**src/rtl/dmem_pkg.sv**
```systemverilog
// Shared widths and port identifiers for the data-memory arbiter.
package dmem_pkg;

    localparam int unsigned DMEM_ADDR_W = 8;
    localparam int unsigned DMEM_DATA_W = 16;

    typedef enum logic [1:0] {
        PORT_NONE = 2'd0,
        PORT_CPU  = 2'd1,
        PORT_HOST = 2'd2
    } port_t;

endpackage

```
**src/rtl/dmem_arbiter_if.sv**
```systemverilog
// Requester and memory signals of the data-memory arbiter, grouped as one bundle.
interface dmem_arbiter_if;
    import dmem_pkg::*;

    logic                   cpu_req;
    logic                   cpu_wr;
    logic [DMEM_ADDR_W-1:0] cpu_addr;
    logic [DMEM_DATA_W-1:0] cpu_wdata;
    logic                   cpu_gnt;
    logic                   cpu_rvalid;
    logic [DMEM_DATA_W-1:0] cpu_rdata;

    logic                   host_req;
    logic                   host_wr;
    logic [DMEM_ADDR_W-1:0] host_addr;
    logic [DMEM_DATA_W-1:0] host_wdata;
    logic                   host_gnt;
    logic                   host_rvalid;
    logic [DMEM_DATA_W-1:0] host_rdata;

    logic [DMEM_ADDR_W-1:0] mem_addr;
    logic                   mem_wr;
    logic [DMEM_DATA_W-1:0] mem_wdata;
    logic [DMEM_DATA_W-1:0] mem_rdata;

    modport slave (
        input  cpu_req, cpu_wr, cpu_addr, cpu_wdata,
        input  host_req, host_wr, host_addr, host_wdata,
        input  mem_rdata,
        output cpu_gnt, cpu_rvalid, cpu_rdata,
        output host_gnt, host_rvalid, host_rdata,
        output mem_addr, mem_wr, mem_wdata
    );

    modport master (
        output cpu_req, cpu_wr, cpu_addr, cpu_wdata,
        output host_req, host_wr, host_addr, host_wdata,
        output mem_rdata,
        input  cpu_gnt, cpu_rvalid, cpu_rdata,
        input  host_gnt, host_rvalid, host_rdata,
        input  mem_addr, mem_wr, mem_wdata
    );

endinterface

```
**src/rtl/dmem_arbiter.sv**
```systemverilog
// Two-port (CPU / host) data-memory arbiter: CPU priority with a host starvation
// bound, combinational grant and memory mux, one-cycle pipelined read-valid.
module dmem_arbiter
    import dmem_pkg::*;
#(
    parameter int unsigned STARVE_LIMIT = 3
) (
    input  logic           Clock,
    input  logic           Reset,
    dmem_arbiter_if.slave  bus
);

    localparam int unsigned CNT_W = (STARVE_LIMIT < 1) ? 1 : $clog2(STARVE_LIMIT + 1);

    logic [CNT_W-1:0] starve_cnt;
    logic [CNT_W-1:0] starve_cnt_nxt;
    port_t            rd_port;
    port_t            rd_port_nxt;
    port_t            grant_c;
    logic             host_due_c;

    // State registers: starvation counter and the single in-flight read record.
    always_ff @(posedge Clock) begin
        if (Reset) begin
            starve_cnt <= '0;
            rd_port    <= PORT_NONE;
        end else begin
            starve_cnt <= starve_cnt_nxt;
            rd_port    <= rd_port_nxt;
        end
    end

    // Grant decision and next-state; Reset forces every grant and access off.
    always_comb begin
        grant_c        = PORT_NONE;
        rd_port_nxt    = PORT_NONE;
        starve_cnt_nxt = '0;
        host_due_c     = (starve_cnt == CNT_W'(STARVE_LIMIT));

        if (!Reset) begin
            if (bus.host_req && (!bus.cpu_req || host_due_c)) begin
                grant_c = PORT_HOST;
            end else if (bus.cpu_req) begin
                grant_c = PORT_CPU;
            end

            if ((grant_c == PORT_CPU && !bus.cpu_wr) ||
                (grant_c == PORT_HOST && !bus.host_wr)) begin
                rd_port_nxt = grant_c;
            end

            if (bus.host_req && grant_c != PORT_HOST) begin
                starve_cnt_nxt = host_due_c ? starve_cnt : starve_cnt + CNT_W'(1);
            end
        end
    end

    // Memory-side mux: only the granted port reaches the memory, else all zero.
    always_comb begin
        bus.mem_addr  = '0;
        bus.mem_wr    = 1'b0;
        bus.mem_wdata = '0;
        unique case (grant_c)
            PORT_CPU: begin
                bus.mem_addr  = bus.cpu_addr;
                bus.mem_wr    = bus.cpu_wr;
                bus.mem_wdata = bus.cpu_wdata;
            end
            PORT_HOST: begin
                bus.mem_addr  = bus.host_addr;
                bus.mem_wr    = bus.host_wr;
                bus.mem_wdata = bus.host_wdata;
            end
            default: ;
        endcase
    end

    assign bus.cpu_gnt  = (grant_c == PORT_CPU);
    assign bus.host_gnt = (grant_c == PORT_HOST);

    // Gated by Reset so a read granted just before reset never reports valid.
    assign bus.cpu_rvalid  = !Reset && (rd_port == PORT_CPU);
    assign bus.host_rvalid = !Reset && (rd_port == PORT_HOST);

    assign bus.cpu_rdata  = bus.mem_rdata;
    assign bus.host_rdata = bus.mem_rdata;

endmodule

```
**src/flat_wrapper.sv**
```systemverilog
// flat-port wrapper written by rule: the top's interface ports become plain ports
module dmem_arbiter_flat import dmem_pkg::*;
#(
    parameter int unsigned STARVE_LIMIT = 3
)
  (Clock, Reset, bus_cpu_req, bus_cpu_wr, bus_cpu_addr, bus_cpu_wdata, bus_host_req, bus_host_wr, bus_host_addr, bus_host_wdata, bus_mem_rdata, bus_cpu_gnt, bus_cpu_rvalid, bus_cpu_rdata, bus_host_gnt, bus_host_rvalid, bus_host_rdata, bus_mem_addr, bus_mem_wr, bus_mem_wdata);
  dmem_arbiter_if bus_i ();
  input  logic Clock;
  input  logic Reset;
  input wire logic [$bits(bus_i.cpu_req)-1:0] bus_cpu_req;
  input wire logic [$bits(bus_i.cpu_wr)-1:0] bus_cpu_wr;
  input wire logic [$bits(bus_i.cpu_addr)-1:0] bus_cpu_addr;
  input wire logic [$bits(bus_i.cpu_wdata)-1:0] bus_cpu_wdata;
  input wire logic [$bits(bus_i.host_req)-1:0] bus_host_req;
  input wire logic [$bits(bus_i.host_wr)-1:0] bus_host_wr;
  input wire logic [$bits(bus_i.host_addr)-1:0] bus_host_addr;
  input wire logic [$bits(bus_i.host_wdata)-1:0] bus_host_wdata;
  input wire logic [$bits(bus_i.mem_rdata)-1:0] bus_mem_rdata;
  output wire logic [$bits(bus_i.cpu_gnt)-1:0] bus_cpu_gnt;
  output wire logic [$bits(bus_i.cpu_rvalid)-1:0] bus_cpu_rvalid;
  output wire logic [$bits(bus_i.cpu_rdata)-1:0] bus_cpu_rdata;
  output wire logic [$bits(bus_i.host_gnt)-1:0] bus_host_gnt;
  output wire logic [$bits(bus_i.host_rvalid)-1:0] bus_host_rvalid;
  output wire logic [$bits(bus_i.host_rdata)-1:0] bus_host_rdata;
  output wire logic [$bits(bus_i.mem_addr)-1:0] bus_mem_addr;
  output wire logic [$bits(bus_i.mem_wr)-1:0] bus_mem_wr;
  output wire logic [$bits(bus_i.mem_wdata)-1:0] bus_mem_wdata;
  assign bus_i.cpu_req = bus_cpu_req;
  assign bus_i.cpu_wr = bus_cpu_wr;
  assign bus_i.cpu_addr = bus_cpu_addr;
  assign bus_i.cpu_wdata = bus_cpu_wdata;
  assign bus_i.host_req = bus_host_req;
  assign bus_i.host_wr = bus_host_wr;
  assign bus_i.host_addr = bus_host_addr;
  assign bus_i.host_wdata = bus_host_wdata;
  assign bus_i.mem_rdata = bus_mem_rdata;
  assign bus_cpu_gnt = bus_i.cpu_gnt;
  assign bus_cpu_rvalid = bus_i.cpu_rvalid;
  assign bus_cpu_rdata = bus_i.cpu_rdata;
  assign bus_host_gnt = bus_i.host_gnt;
  assign bus_host_rvalid = bus_i.host_rvalid;
  assign bus_host_rdata = bus_i.host_rdata;
  assign bus_mem_addr = bus_i.mem_addr;
  assign bus_mem_wr = bus_i.mem_wr;
  assign bus_mem_wdata = bus_i.mem_wdata;
  dmem_arbiter #(.STARVE_LIMIT(STARVE_LIMIT)) u_core (.Clock(Clock), .Reset(Reset), .bus(bus_i));
endmodule
```
**config.mk**
```make
export PLATFORM = sky130hd
export DESIGN_NAME = dmem_arbiter_flat
export DESIGN_NICKNAME = d
export VERILOG_FILES = /design/src/rtl/dmem_pkg.sv /design/src/rtl/dmem_arbiter_if.sv /design/src/rtl/dmem_arbiter.sv /design/src/flat_wrapper.sv
export SDC_FILE = /design/constraint.sdc
export NUM_CORES = 1
export LEC_CHECK = 0
export CAP_MARGIN = 20
export CORE_MARGIN = 2
export CORE_UTILIZATION = 28
export DETAILED_ROUTE_END_ITERATION = 6
export HOLD_SLACK_MARGIN = 0.02
export MAX_ROUTING_LAYER = met4
export PLACE_DENSITY = 0.92
export SYNTH_ARGS = -nofsm -noshare
export SYNTH_HDL_FRONTEND = slang
export SYNTH_SLANG_ARGS = --single-unit
export TNS_END_PERCENT = 1
```
**constraint.sdc**
```tcl
create_clock -name Clock -period 2.75 [get_ports Clock]
set_input_delay 0.55 -clock Clock [delete_from_list [all_inputs] [get_ports Clock]]
set_output_delay 0.55 -clock Clock [all_outputs]
set_load 0.03 [all_outputs]
```
# After elaboration in Yosys (flattened, before gate mapping)
# Cells that the tools add are included.
word_totals:
  register_bits: 4
  wordCells: 34
op_classes:
  n_addsub: 1
  eq_ne: 8
  muxes: 7
  n_bitwise: 2
  reduce_logical: 14
op_table:
  columns: ["op", "n"]
  rows:
  - ["$pmux 16 s2", 1]
  - ["$pmux 8 s2", 1]
  - ["$eq 2x2->1 const B", 4]
  - ["$eq 2x1->1 const B", 3]
  - ["$logic_and 1x1->1", 6]
  - ["$mux 2", 3]
  - ["$logic_not 1->1", 4]
  - ["$reduce_or 2->1", 2]
  - ["$add 2x1->2 const B", 1]
  - ["$logic_or 1x1->1", 2]
  - ["$ne 2x2->1 const B", 1]
  - ["$not 1->1", 2]
  - ["$pmux 1 s2", 1]
  - ["$mux 1", 1]

# Depth between registers and ports, before layout
# Gate-level depths: netlist (run 1).
logic_depth:
  depth_word: 10
  depth_mapped: 9

# Least setup slack after synthesis (run 1)
# Ideal clock, no wire load.
synth_path:
  kind: "input-to-output"
  from: "input bus_cpu_req"
  to: "output bus_mem_addr[7]"
  t_arrival_ps: 2614
  t_required_ps: 2200
  slack_ps: -414
  cell_stages: 8
  n_path_buf: 3
  cell_sequence: "nor2b_2 -> buf_6 -> buf_6 -> or2_1 -> ha_1 -> clkbuf_1 -> nand2b_1 -> o32ai_1"
synth_via:
  elab_chain_len: 8
synth_rtl:
  columns: ["element", "line_no", "rtl"]
  rows:
  - ["start: declaration", "flat_wrapper.sv:10", "input wire logic [$bits(bus_i.cpu_req)-1:0] bus_cpu_req;"]
  - ["$logic_not 1->1", "dmem_arbiter.sv:41", "if (bus.host_req && (!bus.cpu_req || host_due_c)) begin"]
  - ["$logic_or 1x1->1", "dmem_arbiter.sv:41", null]
  - ["$logic_and 1x1->1", "dmem_arbiter.sv:41", null]
  - ["$mux 2 *", "dmem_arbiter.sv:41", null]
  - ["$mux 2 * (2 in series)", "dmem_arbiter.sv:40", "if (!Reset) begin"]
  - ["$eq 2x2->1 / $eq 2x1->1 (equally long branches)", "dmem_arbiter.sv:63", "unique case (grant_c)"]
  - ["$pmux 8 s2 *", "dmem_arbiter.sv:63", null]
  - ["end: declaration", "flat_wrapper.sv:25", "output wire logic [$bits(bus_i.mem_addr)-1:0] bus_mem_addr;"]
# Every way passes the cells marked *; elsewhere a longest branch is shown, timed or not. The select of a mux whose other input is x is not followed.

# Worst setup path after layout (run 1)
layout_path:
  from: "input bus_cpu_req"
  to: "output bus_mem_wdata[14]"
layout_via:
  elab_chain_len: 8
layout_rtl:
  columns: ["element", "line_no", "rtl"]
  rows:
  - ["$logic_not 1->1", "dmem_arbiter.sv:41", null]
  - ["$logic_or 1x1->1", "dmem_arbiter.sv:41", null]
  - ["$logic_and 1x1->1", "dmem_arbiter.sv:41", null]
  - ["$mux 2 *", "dmem_arbiter.sv:41", null]
  - ["$mux 2 * (2 in series)", "dmem_arbiter.sv:40", null]
  - ["$eq 2x2->1 / $eq 2x1->1 (equally long branches)", "dmem_arbiter.sv:63", null]
  - ["$pmux 16 s2 *", "dmem_arbiter.sv:63", null]
  - ["end: declaration", "flat_wrapper.sv:27", "output wire logic [$bits(bus_i.mem_wdata)-1:0] bus_mem_wdata;"]
# Marked as above.

==> metrics.md, run 1 <==
| Metric | Value |
|---|---|
| Clk_skew | `0.000217 ns` |
| Root Driver | `clkbuf_8` |
| Peak supply drop | `0.103 mV` |
| Detailed Route WL | `3270 um` |
| H-tree Lvls | `1` |
| Diodes inserted | `0` |
| Share of power burned in registers | `13.9%` |
| Die height | `67.6 um` |
| Biggest area consumer among synthesized cells | `o32ai_2` |
| Dpl ws | `-0.348 ns` |
| Clock Sinks | `4` |
| Pint | `0.000296 W` |
| Final Cycle Share | `98.6%` |
| Wire per inst | `13.6 um` |
| ANT nets after route | `0` |
| Via/cell ratio | `4.60` |
| Largest net degree at the start of global routing | `29` |
| Met3 usage | `3.50%` |
| Psw | `0.000144 W` |
| Vias in the first global route | `1056` |
| Setup CP Type | `in -> out` |
| Placeable Area | `3940 um^2` |
| Hold Violations, Final | `0` |
| Initial antenna violation count | `0` |
| Clock Power Share | `28.3%` |
| Worst Hold Class | `reg -> reg` |
| Register area share after synthesis | `7.07%` |
| Routability cong. | `0.728` |
| Overflow after GRT | `0` |
| Worst Path Required | `2.20 ns` |
| Fin crit period | `2.71 ns` |
| Startpoint types | `input port` |
| Setup TNS | `0 ns` |
| Synth Cell Area | `1130 um^2` |
| Grt peak-use layer | `met2` |
| Met1 Use GR | `13.5%` |
| PD cells | `235 nW/um^2` |
| Final Power | `0.000440 W` |
| Seq cells post-synth | `4` |
| Ports | `131` |
| Slew @ Worst Pin | `0.432 ns` |
| Syn Inst Count | `137` |
| DRT iter0 DRCs | `24` |
| Postcts setup bufs | `0` |
| Crit path DAT | `2.16 ns` |
| Yosys warning total | `0` |
| Finished Layout Cells | `240` |
| Hold_buf cts | `0` |
| Die footprint | `4570 um^2` |
| CTS max path bufs | `2` |
| FP Rows | `23` |
| PnR worst setup slack | `0.0378 ns` |
| CP Max Fanout | `15` |
| CTS Buf Count | `3` |
| Max Slew Vio Count | `0` |
| HPWL after DPL | `2450 um` |
| Reg2reg setup slack | `1.41 ns` |
| Met2 GRT Util | `23.5%` |
| Worst skew pair latency | `0.22 ns` |
| Placed cell count | `237` |
| Area share of the largest cell type after synthesis | `23.0%` |
| Total Routing Usage GR | `13.5%` |
| Area contributors post-synth | `o32ai_2, buf_4, nand2b_1, inv_1, dfxtp_1` |
| Relative slew margins | `71.2%` |
| Share of cells above drive strength 1 | `36.8%` |
| Max Clk Rate | `369 MHz` |
| Mapped Avg Cell Area | `8.27 um^2` |
| DRT Pass-1 Iters | `4` |
| Port Buf Inserts | `82` |
| RSZ-0062 raised after global routing | `true` |
| Net Count, Synth | `210` |
| Pleak | `0.774 nW` |
| Vias | `1105` |
| CTS tree | `built` |
| CP endpoint kind | `primary output` |
| Setup violators final | `0` |
| Combinational power share | `57.8%` |
| DRC errors left | `0` |
| Core Util, Final | `47.5%` |
| Area added between synthesis and finish | `65.3%` |
| Synth cell types | `23` |
| Initial Util | `28.7%` |
| Max cap viols | `0` |
| Die X-Extent | `67.6 um` |
| Switching share of power | `32.7%` |
| First-pass GRT wire length | `4660 um` |
| FILL cells | `401` |
| Clk slew on worst S/H paths | `0.03 ns` |
| # nets final | `265` |
| Status | `finished clean` |
layout by cell type, fill, tap and decap left out, drive strengths merged:
cell	netlist	routed
a211oi	1	1
a22oi	2	2
dfxtp	4	4
nor4b	1	1
nor2	4	4
or2	1	1
nor3	1	1
clkdlybuf4s15	0	1
ha	3	3
nor2b	1	1
a2111oi	1	1
nand2b	25	25
o32ai	23	23
nor4	1	1
inv	24	24
nor3b	2	2
buf	40	36
clkbuf	2	3
clkdlybuf4s50	0	53
dlygate4sd2	0	2
a211o	1	1
cell families after synthesis:
| kind of cell | synth area share (%) |
|---|---|
| buffers and inverters | 36.9 |
| AND/OR/NAND/NOR | 20.8 |
| AO/OA/AOI/OAI | 31.9 |
| flip-flops | 7.07 |
| adder cells (fa/ha/maj) | 3.32 |
power by group through the flow:
stage               Clock [W]  Sequential [W]  Combinational (W)
floorplan                   0       0.0000616           0.000207
global placement            0       0.0000617           0.000237
detailed placement          0       0.0000618           0.000239
CTS                  0.000127       0.0000610           0.000251
global route         0.000132       0.0000612           0.000271
finish               0.000125       0.0000610           0.000254
cell usage after synthesis:
cell type and instances:
or2_1 1, buf_6 4, o32ai_1 7, a211o_1 1, nor3_1 1, nor2b_2 1
o32ai_2 16, buf_4 32, nor4_1 1, clkbuf_1 2, nor4b_2 1, nor2_1 4
nand2b_1 24, nand2b_4 1, ha_1 3, dfxtp_1 4, nor3b_1 2, buf_2 3
buf_12 1, a211oi_1 1, a2111oi_0 1, inv_1 24, a22oi_1 2
registers in the layout, indices dropped and copies added, names as in the netlist:
name	count
u_core.rd_port	2
u_core.starve_cnt	2
layer usage:
| metal | up-vias | routed length [um] |
|---|---|---|
| met1 | 497 | 1110 |
| li1 | 542 | - |
| met2 | 46 | 1700 |
| met4 | 0 | 150 |
| met5 | - | 0 |
| met3 | 20 | 314 |
stage by stage:
step | area, um^2 | hold slack, ns
floorplan | 1150 | 0.406
global placement | 1740 | 0.414
detailed placement | 1740 | 0.425
CTS | 1840 | 0.435
global route | 1870 | 0.468
finish | 1870 | 0.435
worst max-delay path, stage by stage:
cell,delay (ns)
dlygate4sd2_1,0.25
nor2b_2,0.16
or2_4,0.24
ha_4,0.23
buf_6,0.14
nand2b_1,0.15
o32ai_2,0.23
buf_4,0.21
worst paths after layout:
check / startpoint / to / depth (start not counted)
setup / recovery: bus_cpu_req / bus_mem_wdata[14] / 8
hold / removal: u_core.starve_cnt[0]$_SDFFE_PP0N_ / u_core.starve_cnt[0]$_SDFFE_PP0N_ / 1
hold reg to reg: u_core.starve_cnt[0]$_SDFFE_PP0N_ / u_core.starve_cnt[0]$_SDFFE_PP0N_ / 1
setup reg to reg: u_core.starve_cnt[0]$_SDFFE_PP0N_ / u_core.rd_port[1]$_SDFF_PP0_ / 4
layout make-up:
type | count | area (um^2) | area share, %
flip-flops and latches | 4 | 80.1 | 4.28
repair buffers | 92 | 870 | 46.5
multi-input cells | 67 | 728 | 38.9
clock buffers | 3 | 41.3 | 2.21
well taps | 50 | 62.6 | 3.34
inverters | 24 | 90.1 | 4.81
repair_timing:
item | in CTS | in global routing
pin swaps | 4 | 1
resized for setup | 16 | 4
endpoints found under the setup margin | 26 | 5
No activity file was read; power rests on OpenSTA's default activity.
==> inputs of run 2 (changes only) <==
SLEW_MARGIN = 0   (was default)
==> results of run 2 <==
Final layout, timing and power as in run 1 (identical DEF).
